$ cat src/rtl/fp8_issue_ctrl.sv
// fp8_issue_ctrl: start/done initiator that issues tagged commands to the FP8 unit and returns responses
//
// Ports:
//   clk, reset_n                 clock (rising edge), asynchronous active-low reset
//   cmd_valid/cmd_ready          command handshake; cmd_op, cmd_a, cmd_b, cmd_tag carry the command
//   u_start, u_op, u_a, u_b      single-cycle start pulse and operands to the FP8 unit
//   u_done, u_result, u_flag_*   completion, result and flags from the FP8 unit
//   rsp_valid/rsp_ready          response handshake; rsp_result, rsp_flags {zero,ovf,unf,inexact},
//                                rsp_tag, rsp_timeout carry the response
//   busy                         controller is not idle
//   cnt_done, cnt_timeout        saturating counts of normal and watchdog completions
module fp8_issue_ctrl #(
    parameter int TAG_W          = 4,
    parameter int TIMEOUT_CYCLES = 16
) (
    input  logic             clk,
    input  logic             reset_n,
    input  logic             cmd_valid,
    output logic             cmd_ready,
    input  logic [1:0]       cmd_op,
    input  logic [7:0]       cmd_a,
    input  logic [7:0]       cmd_b,
    input  logic [TAG_W-1:0] cmd_tag,
    output logic             u_start,
    output logic [1:0]       u_op,
    output logic [7:0]       u_a,
    output logic [7:0]       u_b,
    input  logic             u_done,
    input  logic [7:0]       u_result,
    input  logic             u_flag_zero,
    input  logic             u_flag_overflow,
    input  logic             u_flag_underflow,
    input  logic             u_flag_inexact,
    output logic             rsp_valid,
    input  logic             rsp_ready,
    output logic [7:0]       rsp_result,
    output logic [3:0]       rsp_flags,
    output logic [TAG_W-1:0] rsp_tag,
    output logic             rsp_timeout,
    output logic             busy,
    output logic [7:0]       cnt_done,
    output logic [7:0]       cnt_timeout
);
    typedef enum logic [2:0] {IDLE, ISSUE, BLANK, WAIT, RESP} state_t;

    // Watchdog value on the last WAIT cycle that may still accept a done.
    localparam logic [7:0] WD_LAST = 8'(TIMEOUT_CYCLES - 1);

    state_t     state;
    logic [7:0] wd;

    always_ff @(posedge clk or negedge reset_n) begin
        if (!reset_n) begin
            state       <= IDLE;
            cmd_ready   <= 1'b1;
            u_start     <= 1'b0;
            u_op        <= 2'b00;
            u_a         <= 8'h00;
            u_b         <= 8'h00;
            rsp_valid   <= 1'b0;
            rsp_result  <= 8'h00;
            rsp_flags   <= 4'h0;
            rsp_tag     <= '0;
            rsp_timeout <= 1'b0;
            busy        <= 1'b0;
            cnt_done    <= 8'h00;
            cnt_timeout <= 8'h00;
            wd          <= 8'h00;
        end else begin
            u_start <= 1'b0;
            case (state)
                IDLE: if (cmd_valid && cmd_ready) begin
                    u_op      <= cmd_op;
                    u_a       <= cmd_a;
                    u_b       <= cmd_b;
                    rsp_tag   <= cmd_tag;
                    u_start   <= 1'b1;
                    cmd_ready <= 1'b0;
                    busy      <= 1'b1;
                    state     <= ISSUE;
                end
                ISSUE: state <= BLANK;
                // A done seen here may be left over from the previous operation, so it is dropped.
                BLANK: begin
                    wd    <= 8'h00;
                    state <= WAIT;
                end
                // Done is tested before the watchdog so a done on the final allowed cycle still wins.
                WAIT: if (u_done) begin
                    rsp_result  <= u_result;
                    rsp_flags   <= {u_flag_zero, u_flag_overflow, u_flag_underflow, u_flag_inexact};
                    rsp_timeout <= 1'b0;
                    rsp_valid   <= 1'b1;
                    state       <= RESP;
                end else if (wd == WD_LAST) begin
                    rsp_result  <= 8'h00;
                    rsp_flags   <= 4'h0;
                    rsp_timeout <= 1'b1;
                    rsp_valid   <= 1'b1;
                    state       <= RESP;
                end else begin
                    wd <= wd + 8'd1;
                end
                RESP: if (rsp_ready) begin
                    rsp_valid <= 1'b0;
                    cmd_ready <= 1'b1;
                    busy      <= 1'b0;
                    state     <= IDLE;
                    if (rsp_timeout) begin
                        if (cnt_timeout != 8'hFF) cnt_timeout <= cnt_timeout + 8'd1;
                    end else begin
                        if (cnt_done != 8'hFF) cnt_done <= cnt_done + 8'd1;
                    end
                end
                default: state <= IDLE;
            endcase
        end
    end
endmodule
$ cat config.mk
export PLATFORM = sky130hd
export DESIGN_NAME = fp8_issue_ctrl
export DESIGN_NICKNAME = d
export VERILOG_FILES = /design/src/rtl/fp8_issue_ctrl.sv
export SDC_FILE = /design/constraint.sdc
export NUM_CORES = 1
export LEC_CHECK = 0
export CAP_MARGIN = 30
export CORE_MARGIN = 2
export CORE_UTILIZATION = 49
export CTS_CLUSTER_SIZE = 12
export DETAILED_ROUTE_END_ITERATION = 16
export PLACE_DENSITY = 0.85
export SYNTH_ARGS = -nofsm -noshare
export SYNTH_HDL_FRONTEND = slang
export SYNTH_SLANG_ARGS = --single-unit
$ cat constraint.sdc
create_clock -name clk -period 5.4 [get_ports clk]
set_clock_uncertainty 0.05 [all_clocks]
set_input_delay 1.35 -clock clk [delete_from_list [all_inputs] [get_ports clk]]
set_output_delay 1.35 -clock clk [all_outputs]
set_load 0.02 [all_outputs]
# ---- Yosys cells after proc, flatten, opt, wreduce, memory -nomap -nowiden
# Cells that the tools add are included.
dict set report word_totals {
  ff_bits 66
  inputBits 39
  out_inout_bits 55
  wordCells 69
}
dict set report classes {
  addsub 3
  n_eq_ne 12
  n_mux 24
  n_bitwise 1
  n_reduce_logical 14
}
# op count
set op_table {}
lappend op_table {{2-to-1 mux 8 bit} 4}
lappend op_table {{adder 8 x 1 -> 8 bit (second input constant)} 3}
lappend op_table {{!= test 8 bit (second input constant)} 2}
lappend op_table {{case mux 8 bit (2 select lines)} 1}
lappend op_table {{case mux 3 bit (5 select lines)} 1}
lappend op_table {{2-to-1 mux 3 bit} 4}
lappend op_table {{AND reduction 3 bit} 4}
lappend op_table {{2-to-1 mux 1 bit} 9}
lappend op_table {{equality test 8 x 4 -> 1 bit (second input constant)} 1}
lappend op_table {{2-to-1 mux 4 bit} 2}
lappend op_table {{!= test 2 bit (second input constant)} 4}
lappend op_table {{AND reduction 4 bit} 2}
lappend op_table {{nonzero test 2 bit} 4}
lappend op_table {{equality test 3 x 2 -> 1 bit (second input constant)} 2}
lappend op_table {{case mux 1 bit (2 select lines)} 3}
lappend op_table {{AND reduction 2 bit} 2}
lappend op_table {{equality test 3 x 1 -> 1 bit (second input constant)} 1}
lappend op_table {{equality test 3 bit (second input constant)} 1}
lappend op_table {{zero test 3 bit} 1}
lappend op_table {{!= test 3 bit (second input constant)} 1}
lappend op_table {{logical AND 1 bit} 1}
lappend op_table {{NOT 1 bit} 1}

# ---- Logic depth before layout (Yosys ltp)
dict set report depth {
  ltp_word 4
  ltp_mapped 6
  ltp_nobuf 5
}

# ---- Worst setup path before layout
# OpenSTA, ideal clock, no wires.
dict set report synth_timing {
  kind {input to register}
  from {input rsp_ready}
  to {register cnt_done[1]}
  setup_time_ns 0.125
  arrival_time_ns 2.186
  required_time_ns 5.225
  setup_slack_ns 3.039
  path_stages 3
  path_buffers 0
  cell_sequence {nand4bb_4 > a211oi_4 > mux2_2}
}
dict set report synth_via {
  elab_chain_cells 1
}
# item line
set synth_lines {}
lappend synth_lines {{start: declaration} 35} ;# input logic rsp_ready,
lappend synth_lines {{AND reduction 4 bit (no source line)} n/a}
lappend synth_lines {{end signal: assignment} 112} ;# if (cnt_done != 8'hFF) cnt_done <= cnt_done + 8'd1;
lappend synth_lines {{end: declaration} 41} ;# output logic [7:0] cnt_done,
# Every way passes these cells.
# A chain may end at the register's enable or synchronous reset.

# ---- Final worst setup path
dict set report layout_timing {
  from {register rsp_timeout}
  to {output rsp_timeout}
}
# item line
set layout_rtl {}
lappend layout_rtl {{start: declaration} 39} ;# output logic rsp_timeout,
lappend layout_rtl {{start signal: assignment} 64} ;# rsp_timeout <= 1'b0;
lappend layout_rtl {{start signal: assignment} 92} ;# rsp_timeout <= 1'b0;
lappend layout_rtl {{start signal: assignment} 98} ;# rsp_timeout <= 1'b1;
# No word-level cell between the ends.

==> results <==
- For this run, the total global-route usage over all layers was measured as 20.8%.
- The leakage power is 1.73 nW.
- The detail route stage leaves a number of antenna-violating nets equal to 0.
- Tracing the worst setup path back leads to its startpoint at rsp_timeout.
- The total iterations of the first detailed-routing run is 4.
- In this run the clock root is driven by a sky130_fd_sc_hd__clkbuf_8.
- The fraction of registers with async set or reset after synthesis is 100%.
- The data required time at the worst endpoint is approximately 4.0 ns.
- The number of antenna violations at the first check in global routing is 0.
- The worst register-to-register path begins at state[1].
- The run finished with clean final reports.
- The post-CTS repair timing setup buffer count is 0.
- The H-tree generated during clock tree synthesis spans 3 levels.
- STA classifies the critical path startpoint as a flip-flop.
- The minimum setup slack after placement is 2.26 ns.
- The data arrival time of the critical path is 1.52 ns.
- In the synthesized netlist, mux cells make up 9.86% of the area.
- The routed via count is 2,084.
- Setup total negative slack on the finished layout was measured at 0 ns.
- The top flip-flop cell by instance count after synthesis is sky130_fd_sc_hd__dfrtp_1.
- After detailed routing, the total wire length is 6300 um.
- The die covers 6400 um^2.
- A synthesized cell averages 13.2 um^2.
- The TritonCTS clock tree is done.
- The end point of the critical path is rsp_timeout.
- The quantity of hold-fixing buffers added after cts is 0.
- The cell with the biggest individual delay on the critical path is sky130_fd_sc_hd__clkdlybuf4s50_1.
- The synthesized netlist devotes 10.2% of its cell area to compound gates.
- The area added between synthesis and finish is 40.0%.
- The count of cell types in the netlist is 47.
- Power spread over the standard cell area amounts to 485 nW/um^2.
- The area fraction in and, or, nand and nor cells after synthesis is 12.9%.
- The buffer depth of the longest clock path is 2.
- The number of flops mapped to enable cells by yosys is 0.
- The buffers plus inverters on the worst setup path is 1.
- The source-to-sink clock delay at the later pin of the worst-skew pair is 0.33 ns.
- Counting every net in the synthesized netlist gives 257.
- Setup violations remaining at the end of the flow were counted as 0.
- The critical setup path kind is flip-flop to primary output.
- The count of final hold-check violations is 0.
- The count of buffers added on input and output ports is 93.
- The maximum fanout encountered on the critical timing path is 6.
- The global-route congestion overflow total is 0.
- The routed via count divided by cell count is roughly 5.4.
- The count of standard-cell rows is 27.
- The critical register-to-register path endpoint is u_b[3].
- In this run the number of cells on the critical path is 1.
- At the pin with the least slew margin, the transition time is around 0.80 ns.
- The post-synthesis xor/xnor area fraction is 4.95%.
- The initial standard-cell utilization of the core is around 51%.
- The maximum number of pins on one net before global-route repair is 67.
- The number of pins exceeding their max-slew limit in the final report is 0.
- The number of cell instances on the worst register-to-register path is 4.
- Counting every instance in the synthesized netlist gives 215.
- The placed wire-length estimate after detailed placement is 4370 um.
- The area share of the largest cell type after synthesis is between 50% and 60%.
- The kind of end point of the critical path is a primary output.
- After detailed routing, the average wire length per cell comes to 16.3 um.
- The wire length of the first global-routing pass is approximately 10,000 um.
- The share of the Yosys chip area taken by registers is 58.4%.
- Max-cap violations in this run came to 0.
- Traced cell by cell, the critical path runs through clkdlybuf4s50_1.
- The number of antenna repair diodes is 0.
- The worst pin sits at a relative slew slack of 46.8%.
- The clock input transition at the sequential cells of the worst setup and hold paths is approximately 0.060 ns.
- The routability congestion estimate is 0.806.
- Setup repair after global routing left no endpoint under its margin.
- The register-to-register setup slack is approximately 3.5 ns.
- In this run the cell area of the synthesized design comes to 2830 um^2.
- The net count of the finished layout is around 350.
- The end-of-flow core utilization is 71.5%.
- The routed design could run at a clock period as short as 2.92 ns.
- The family with the most delay on the worst path is buffers and inverters.
- The post-CTS resize count is 0.
- Of the available clock period, the critical path in the final layout requires between 50% and 60%.
- The main combinational cell family by area after synthesis is simple AND/OR/NAND/NOR gates.
- For this run, the top clock speed supported by timing is 343 MHz.
- In the post-route analysis, the smallest setup slack over all paths is 2.48 ns.
- The die width is 80.0 um.
- Synthesis inferred 66 register bits.
- Of the total synthesized cell area, the portion taken by full adders, half adders and majority gates is 1.33%.
- The tightest min-delay check is of the flip-flop to flip-flop type.
- For this run, the slowest stage of the critical path takes 0.67 ns.
- The worst-case IR drop observed on VDD is ~0.27 mV.
- The number of clock buffers added by TritonCTS is 9.
- Cells with a size suffix above 1 make up around 16% of the layout.
- For this run, the number of Yosys warnings is 0.
- The floorplan step defined a core boundary enclosing 5540 um^2.
- The number of global-route vias before repair is 2,057.
- From bottom edge to top edge, the die measures 80.0 um.
- The largest area contributor in the netlist is sky130_fd_sc_hd__dfrtp_1.
- The detailed router's first-iteration violation count is 122.
- The top-level I/O count is 94.
- The sink count of the clock tree is 66.
- The post-route DRC violation count is 0.
- By area the synthesized netlist is led by sky130_fd_sc_hd__dfrtp_1 (57%), sky130_fd_sc_hd__mux2_2 (8.4%), sky130_fd_sc_hd__a22o_1 (3.7%).
[through the flow]
step                power [W]  cell area (um^2)  hold slack, ns  std cells
floorplan             0.00120              2830           0.419        215
finish                0.00192              3960           0.430        387
CTS                   0.00194              3960           0.433        387
global route          0.00203              3960           0.449        387
detailed placement    0.00157              3790           0.421        372
global placement      0.00155              3790           0.420        372
[placed cells by master (no fill, tap or decap), types with 2 or more instances in the layout]
cell type	count
sky130_fd_sc_hd__clkdlybuf4s50_1	92
sky130_fd_sc_hd__dfrtp_1	65
sky130_fd_sc_hd__mux2_2	21
sky130_fd_sc_hd__nand2_1	17
sky130_fd_sc_hd__a22o_1	12
sky130_fd_sc_hd__xnor2_1	11
sky130_fd_sc_hd__clkbuf_8	11
sky130_fd_sc_hd__nand3_1	9
sky130_fd_sc_hd__nor2_1	7
sky130_fd_sc_hd__and3_1	5
sky130_fd_sc_hd__nand4_1	5
sky130_fd_sc_hd__xor2_1	5
sky130_fd_sc_hd__o21ai_0	5
sky130_fd_sc_hd__a21oi_1	4
sky130_fd_sc_hd__a31oi_1	3
sky130_fd_sc_hd__ha_1	3
sky130_fd_sc_hd__and2_1	2
sky130_fd_sc_hd__and4bb_2	2
sky130_fd_sc_hd__nor3_1	2
sky130_fd_sc_hd__mux2i_1	2
sky130_fd_sc_hd__mux2_1	2
sky130_fd_sc_hd__clkbuf_1	2
[sequential cells by signal, summed over array words and instances, names as in the netlist]
name	count
rsp_timeout	1
rsp_valid	1
u_a	8
rsp_result	8
u_start	1
rsp_tag	4
cnt_done	8
busy	1
wd	8
state	3
rsp_flags	4
cmd_ready	1
u_op	2
cnt_timeout	8
u_b	8
[power by group]
group / leakage [nW] / internal, W / switching [W]
Sequential: 0.850 / 0.000657 / 0.000114
Clock: 0.0855 / 0.000189 / 0.000177
Combinational: 0.795 / 0.000419 / 0.000365
[synthesized netlist by cell type, drive strengths merged (3+ instances only)]
| library cell | count |
|---|---|
| xnor2 | 11 |
| and3 | 5 |
| nor2 | 8 |
| nor3 | 3 |
| buf | 8 |
| o21ai | 6 |
| dfrtp | 65 |
| nand2 | 17 |
| a31oi | 3 |
| ha | 3 |
| a21oi | 4 |
| nand4 | 5 |
| xor2 | 5 |
| nand3 | 9 |
| a22o | 12 |
| mux2 | 23 |
[kinds of logic after synthesis]
logic type / after synthesis
flip-flops: 66
AND/OR/NAND/NOR: 60
AO/OA/AOI/OAI: 35
multiplexers: 25
XOR/XNOR: 16
buffers and inverters: 10
adder cells (fa/ha/maj): 3
[metal layers]
layer  global-route usage, %  wire length, um  up-vias
met5                       0                0        -
met4                    9.15               86        0
met3                    5.88              364        8
met2                    32.6             3070       68
met1                    26.9             2770     1037
li1                        -                -      971
[cell type report]
| class | count | area [um^2] |
|---|---|---|
| clock buffers | 13 | 159 |
| clock inverters | 2 | 12.5 |
| fillers | 427 | 1580 |
| inverters | 1 | 3.75 |
| multi-input cells | 139 | 1110 |
| flip-flops and latches | 66 | 1650 |
| well taps | 72 | 90.1 |
| repair buffers | 94 | 933 |
[how the worst min path moves through the flow]
stage / from / slack [ns] / end / depth (start not counted)
after floorplan: wd[7] / 0.42 / wd[7] / 1
after global placement: rsp_valid / 0.42 / rsp_valid / 2
after detailed placement: rsp_valid / 0.42 / rsp_valid / 2
after CTS: rsp_valid / 0.43 / rsp_valid / 2
after global routing: rsp_valid / 0.45 / rsp_valid / 2
final: rsp_valid / 0.43 / rsp_valid / 2
Note: power is estimated with default switching activity, not from simulation.
==> patch 1 (same settings) <==
Change the parameter `TAG_W` from 4 to 3.
--- a/src/rtl/fp8_issue_ctrl.sv
+++ b/src/rtl/fp8_issue_ctrl.sv
@@ -12,3 +12,3 @@
 module fp8_issue_ctrl #(
-    parameter int TAG_W          = 4,
+    parameter int TAG_W          = 3,
     parameter int TIMEOUT_CYCLES = 16
Ports: changed (resized cmd_tag and rsp_tag); port bits go from 94 to 92. No check against the original RTL was run, so the function may have changed too.
==> patch 1 against the unedited design <==
Via count decreased by 1.5%; setup slack gained 0.016 ns; sequential cell count decreased by 1; hold slack improved by 0.019 ns; core utilization fell by 0.17 points; area after synthesis is 3.0% lower; final area fell by 1.5%; total power up 0.83%; wire length is 5.3% lower; combinational power is essentially flat; highest routed layer unchanged.
==> patch 1: results (changes against the unedited design) <==
- Slowest-stage cell, CP: nor2_2 (was clkdlybuf4s50_1)
- Met3 Resource Use GR: 0.0477 (was 0.0588)
- Placed wire-length estimate: 4090 µm (was 4370 µm)
- Gr usage total: 0.200 (was 0.208)
- Top post-synthesis cells by area: dfrtp_1, mux2_2, a22o_1 (unchanged)
- # resized after CTS: 0 (unchanged)
- Share of layout cells above drive strength 1: 0.175 (was 0.159)
- RR Startpoint: state[0] (was state[1])
- Synth Net Count: 254 (was 257)
- Int Power: 1280 µW (was 1260 µW)
- Worst stage delay on the critical path: 0.54 ns (was 0.67 ns)
- Slew headroom: 0.466 (was 0.468)
- Hold depth: 1 (was 2)
- Initial antenna violation count: 0 (unchanged)
- GRT met2 Usage: 0.326 (about the same)
- Post-synthesis adder-cell area fraction: 0.0137 (was 0.0133)
- TNS Setup: 0 ns (unchanged)
- Worst Hold Endpoint: rsp_flags[2] (was rsp_valid)
- Placed cells: 371 (was 372)
- Post-Place Setup Slack: 2.12 ns (was 2.26 ns)
- Global routing usage on met1: 0.257 (was 0.269)
- Root Buffer: clkbuf_8 (unchanged)
- Worst hold path class: reg -> reg (unchanged)
- Worst r2r path cells: 5 (was 4)
- CP max FO: 14 (was 6)
- Static Leak: 0.00173 µW (about the same)
- Hold Crit Start: rsp_flags[2] (was rsp_valid)
- Initial DRC count: 137 (was 122)
- Number of global-route vias before repair: 2034 (was 2057)
- Final hold slack: 0.449 ns (was 0.430 ns)
- I/O Buffers: 91 (was 93)
- R2r endpoint: u_b[1] (was u_b[3])
- First-pass GRT wire length: 9580 µm (was 10000 µm)
- Layout Nets: 351 (was 353)
- Vias: 2052 (was 2084)
- R2r setup slk: 3.33 ns (was 3.48 ns)
- Top post-synthesis cells by count: dfrtp_1, mux2_2, a22o_1, xnor2_1 (was dfrtp_1, mux2_2, nand2_1, a22o_1, xnor2_1)
- Avg WL per Cell: 15.4 µm (was 16.3 µm)
- Initial DRT Pass Iterations: 4 (unchanged)
- Status: complete, no violations (unchanged)
- Syn Area/Cell: 12.9 µm² (was 13.2 µm²)
- Post-synthesis xor/xnor area fraction: 0.0479 (was 0.0495)
- Largest net degree at the start of global routing: 66 (was 67)
- Post-synth EDFFs: 0 (unchanged)
- Seq/Total Area, Yosys: 0.593 (was 0.584)
- Critical Path AT: 3.06 ns (was 1.52 ns)
- Worst path top cell family by delay: buffers and inverters (unchanged)
- Post-synth cell types: 41 (was 47)
- Final GP Congestion: 0.817 (was 0.806)
- Worst VDD drop: 0.299 mV (was 0.265 mV)
- Vias per cell: 5.30 (was 5.39)
- Post-synthesis mux area share: 0.0944 (was 0.0986)
- Compound-gate portion of the synthesized area: 0.111 (was 0.102)
-- patch 1: worst max-delay path by stage --
stage | depth (start not counted) | start | endpoint | slack (ns)
final | 5 | cmd_valid | u_b[1] | 2.50
after global routing | 5 | cmd_valid | u_b[1] | 2.40
after CTS | 5 | cmd_valid | u_b[1] | 2.47
after detailed placement | 5 | cmd_valid | u_b[1] | 2.12
after global placement | 4 | cmd_valid | u_op[0] | 2.00
after floorplan | 4 | rsp_ready | cnt_done[1] | 2.96
-- patch 1: layer usage --
layer	up-vias	routed length, µm
li1	967	-
met1	998	2580
met2	82	2960
met3	5	363
met4	0	67
met5	-	0
-- patch 1: kinds of logic after synthesis --
kind of cell / Yosys count
compound gates: 41
xor+xnor: 15
fa+ha+maj: 3
buf+inv: 13
flops: 65
mux: 23
simple gates: 53
-- patch 1: final cells by class --
type / count / area (µm²)
Multi-Input combinational cell: 135 / 1040
Timing Repair Buffer: 93 / 925
Tap cell: 72 / 90.1
Clock buffer: 10 / 138
Fill cell: 396 / 1570
Clock inverter: 6 / 57.6
Sequential cell: 65 / 1630
Inverter: 6 / 22.5
-- patch 1: through the flow --
| stage | power, µW | cell area [µm²] |
|---|---|---|
| global placement | 1520 | 3700 |
| floorplan | 1180 | 2740 |
| detailed placement | 1550 | 3710 |
| CTS | 1960 | 3900 |
| finish | 1940 | 3900 |
| global route | 2040 | 3900 |
-- patch 1: power groups by stage --
stage                     clock network [µW]  registers, µW  logic [µW]
after floorplan                            0            913         263
after CTS                                410            754         792
after detailed placement                   0            762         789
after global placement                     0            752         767
after global routing                     431            776         837
final                                    402            753         782
==> patch 2 (same settings) <==
Without the edit above. The 5 states of `state_t` get a one-hot encoding in 5 bits.
--- a/src/rtl/fp8_issue_ctrl.sv
+++ b/src/rtl/fp8_issue_ctrl.sv
@@ -43,3 +43,3 @@
 );
-    typedef enum logic [2:0] {IDLE, ISSUE, BLANK, WAIT, RESP} state_t;
+    typedef enum logic [4:0] {IDLE = 5'b00001, ISSUE = 5'b00010, BLANK = 5'b00100, WAIT = 5'b01000, RESP = 5'b10000} state_t;
 
Formal check against the unedited RTL: no difference found for any inputs over 10 cycles, from zero or initial values and one cycle with reset_n low; not proved beyond that.
==> patch 2 against the unedited design <==
Register-to-register slack worse by 0.29 ns; area after synthesis up 2.9%; final area up 3.3%; wire length up 4.0%; sequential cell count up 2; setup slack worse by 0.013 ns; critical path type unchanged; critical endpoint is now cmd_ready; highest routed layer unchanged.
Power is not compared: it rests on default switching activity, and its combinational part moved more than twofold at a synthesized area within 25%.
==> patch 2: results (changes against the unedited design) <==
- Worst stage delay on the critical path: 0.63 ns (was 0.67 ns)
- Layout Nets: 361 (was 353)
- Placed wire-length estimate: 4550 µm (was 4370 µm)
- R2r endpoint: rsp_flags[0] (was u_b[3])
- Vias per cell: 5.23 (was 5.39)
- Gr usage total: 0.211 (was 0.208)
- Initial DRC count: 104 (was 122)
- CP max FO: 4 (was 6)
- DRT met1 WL: 2930 µm (was 2770 µm)
- Worst-Skew Late Latency: 0.35 ns (was 0.33 ns)
- Post-synthesis mux area share: 0.122 (was 0.0986)
- Total routed wirelength: 6550 µm (was 6300 µm)
- Critical path destination: cmd_ready (was rsp_timeout)
- Post-synth cell types: 42 (was 47)
- R2r setup slk: 3.19 ns (was 3.48 ns)
- Top post-synthesis cells by area: dfrtp_1, mux2_4, a22o_1 (was dfrtp_1, mux2_2, a22o_1)
- Compound-gate portion of the synthesized area: 0.0795 (was 0.102)
- Share of layout cells above drive strength 1: 0.167 (was 0.159)
- Synth Net Count: 261 (was 257)
- Final GP Congestion: 0.819 (was 0.806)
- Hold Crit Start: wd[7] (was rsp_valid)
- Status: complete, no violations (unchanged)
- Seq/Total Area, Yosys: 0.586 (was 0.584)
- Slew headroom: 0.338 (was 0.468)
- Hold depth: 1 (was 2)
- Post-synthesis xor/xnor area fraction: 0.0451 (was 0.0495)
- Worst r2r path cells: 5 (was 4)
- First-pass GRT wire length: 10300 µm (was 10000 µm)
- Post-synthesis adder-cell area fraction: 0.0129 (was 0.0133)
- Post-Place Setup Slack: 2.34 ns (was 2.26 ns)
patch 2: through the flow:
stage           util  instances  total power, µW  hold slack [ns]  cell area [µm²]
2_1_floorplan      -        219              607            0.396             2910
3_3_place_gp   0.667        383              691            0.412             3880
3_5_place_dp   0.667        383              695            0.431             3880
4_1_cts        0.703        398             1150            0.441             4090
5_1_grt        0.703        398             1180            0.465             4090
6_report       0.703        398             1140            0.433             4090
patch 2: power by group:
| part | internal (µW) | total, µW | switching, µW | leakage (µW) |
|---|---|---|---|---|
| registers | 532 | 549 | 16.2 | 0.000898 |
| clock network | 258 | 459 | 201 | 0.000105 |
| logic | 78.6 | 137 | 58.0 | 0.000892 |
patch 2: kinds of logic (layout without fill, tap and decap cells):
family                   count (synthesis)  in the layout
XOR/XNOR                                15             15
multiplexers                            26             26
adder cells (fa/ha/maj)                  3              3
buffers and inverters                    8            112
AND/OR/NAND/NOR                         70             70
flip-flops                              68             68
AO/OA/AOI/OAI                           29             29
patch 2: cell type report:
class,count,area [µm²]
Inverter,3,11.3
Multi-Input combinational cell,143,1130
Sequential cell,68,1700
Clock buffer,9,124
Timing Repair Buffer,94,933
Tap cell,75,93.8
Clock inverter,6,90.1
Fill cell,400,1730
patch 2: worst register-to-register path, cell delays in order, from the launching register on:
cell and delay (ns):
dfrtp_1 0.41, ha_1 0.24, and3_1 0.22, and2_1 0.20, o21ai_1 0.78, a22o_1 0.25
patch 2: metal layers:
layer	vias up	track usage
met3	14	0.0667
met2	76	0.322
met5	-	0
met1	1014	0.282
met4	0	0.0847
li1	978	-
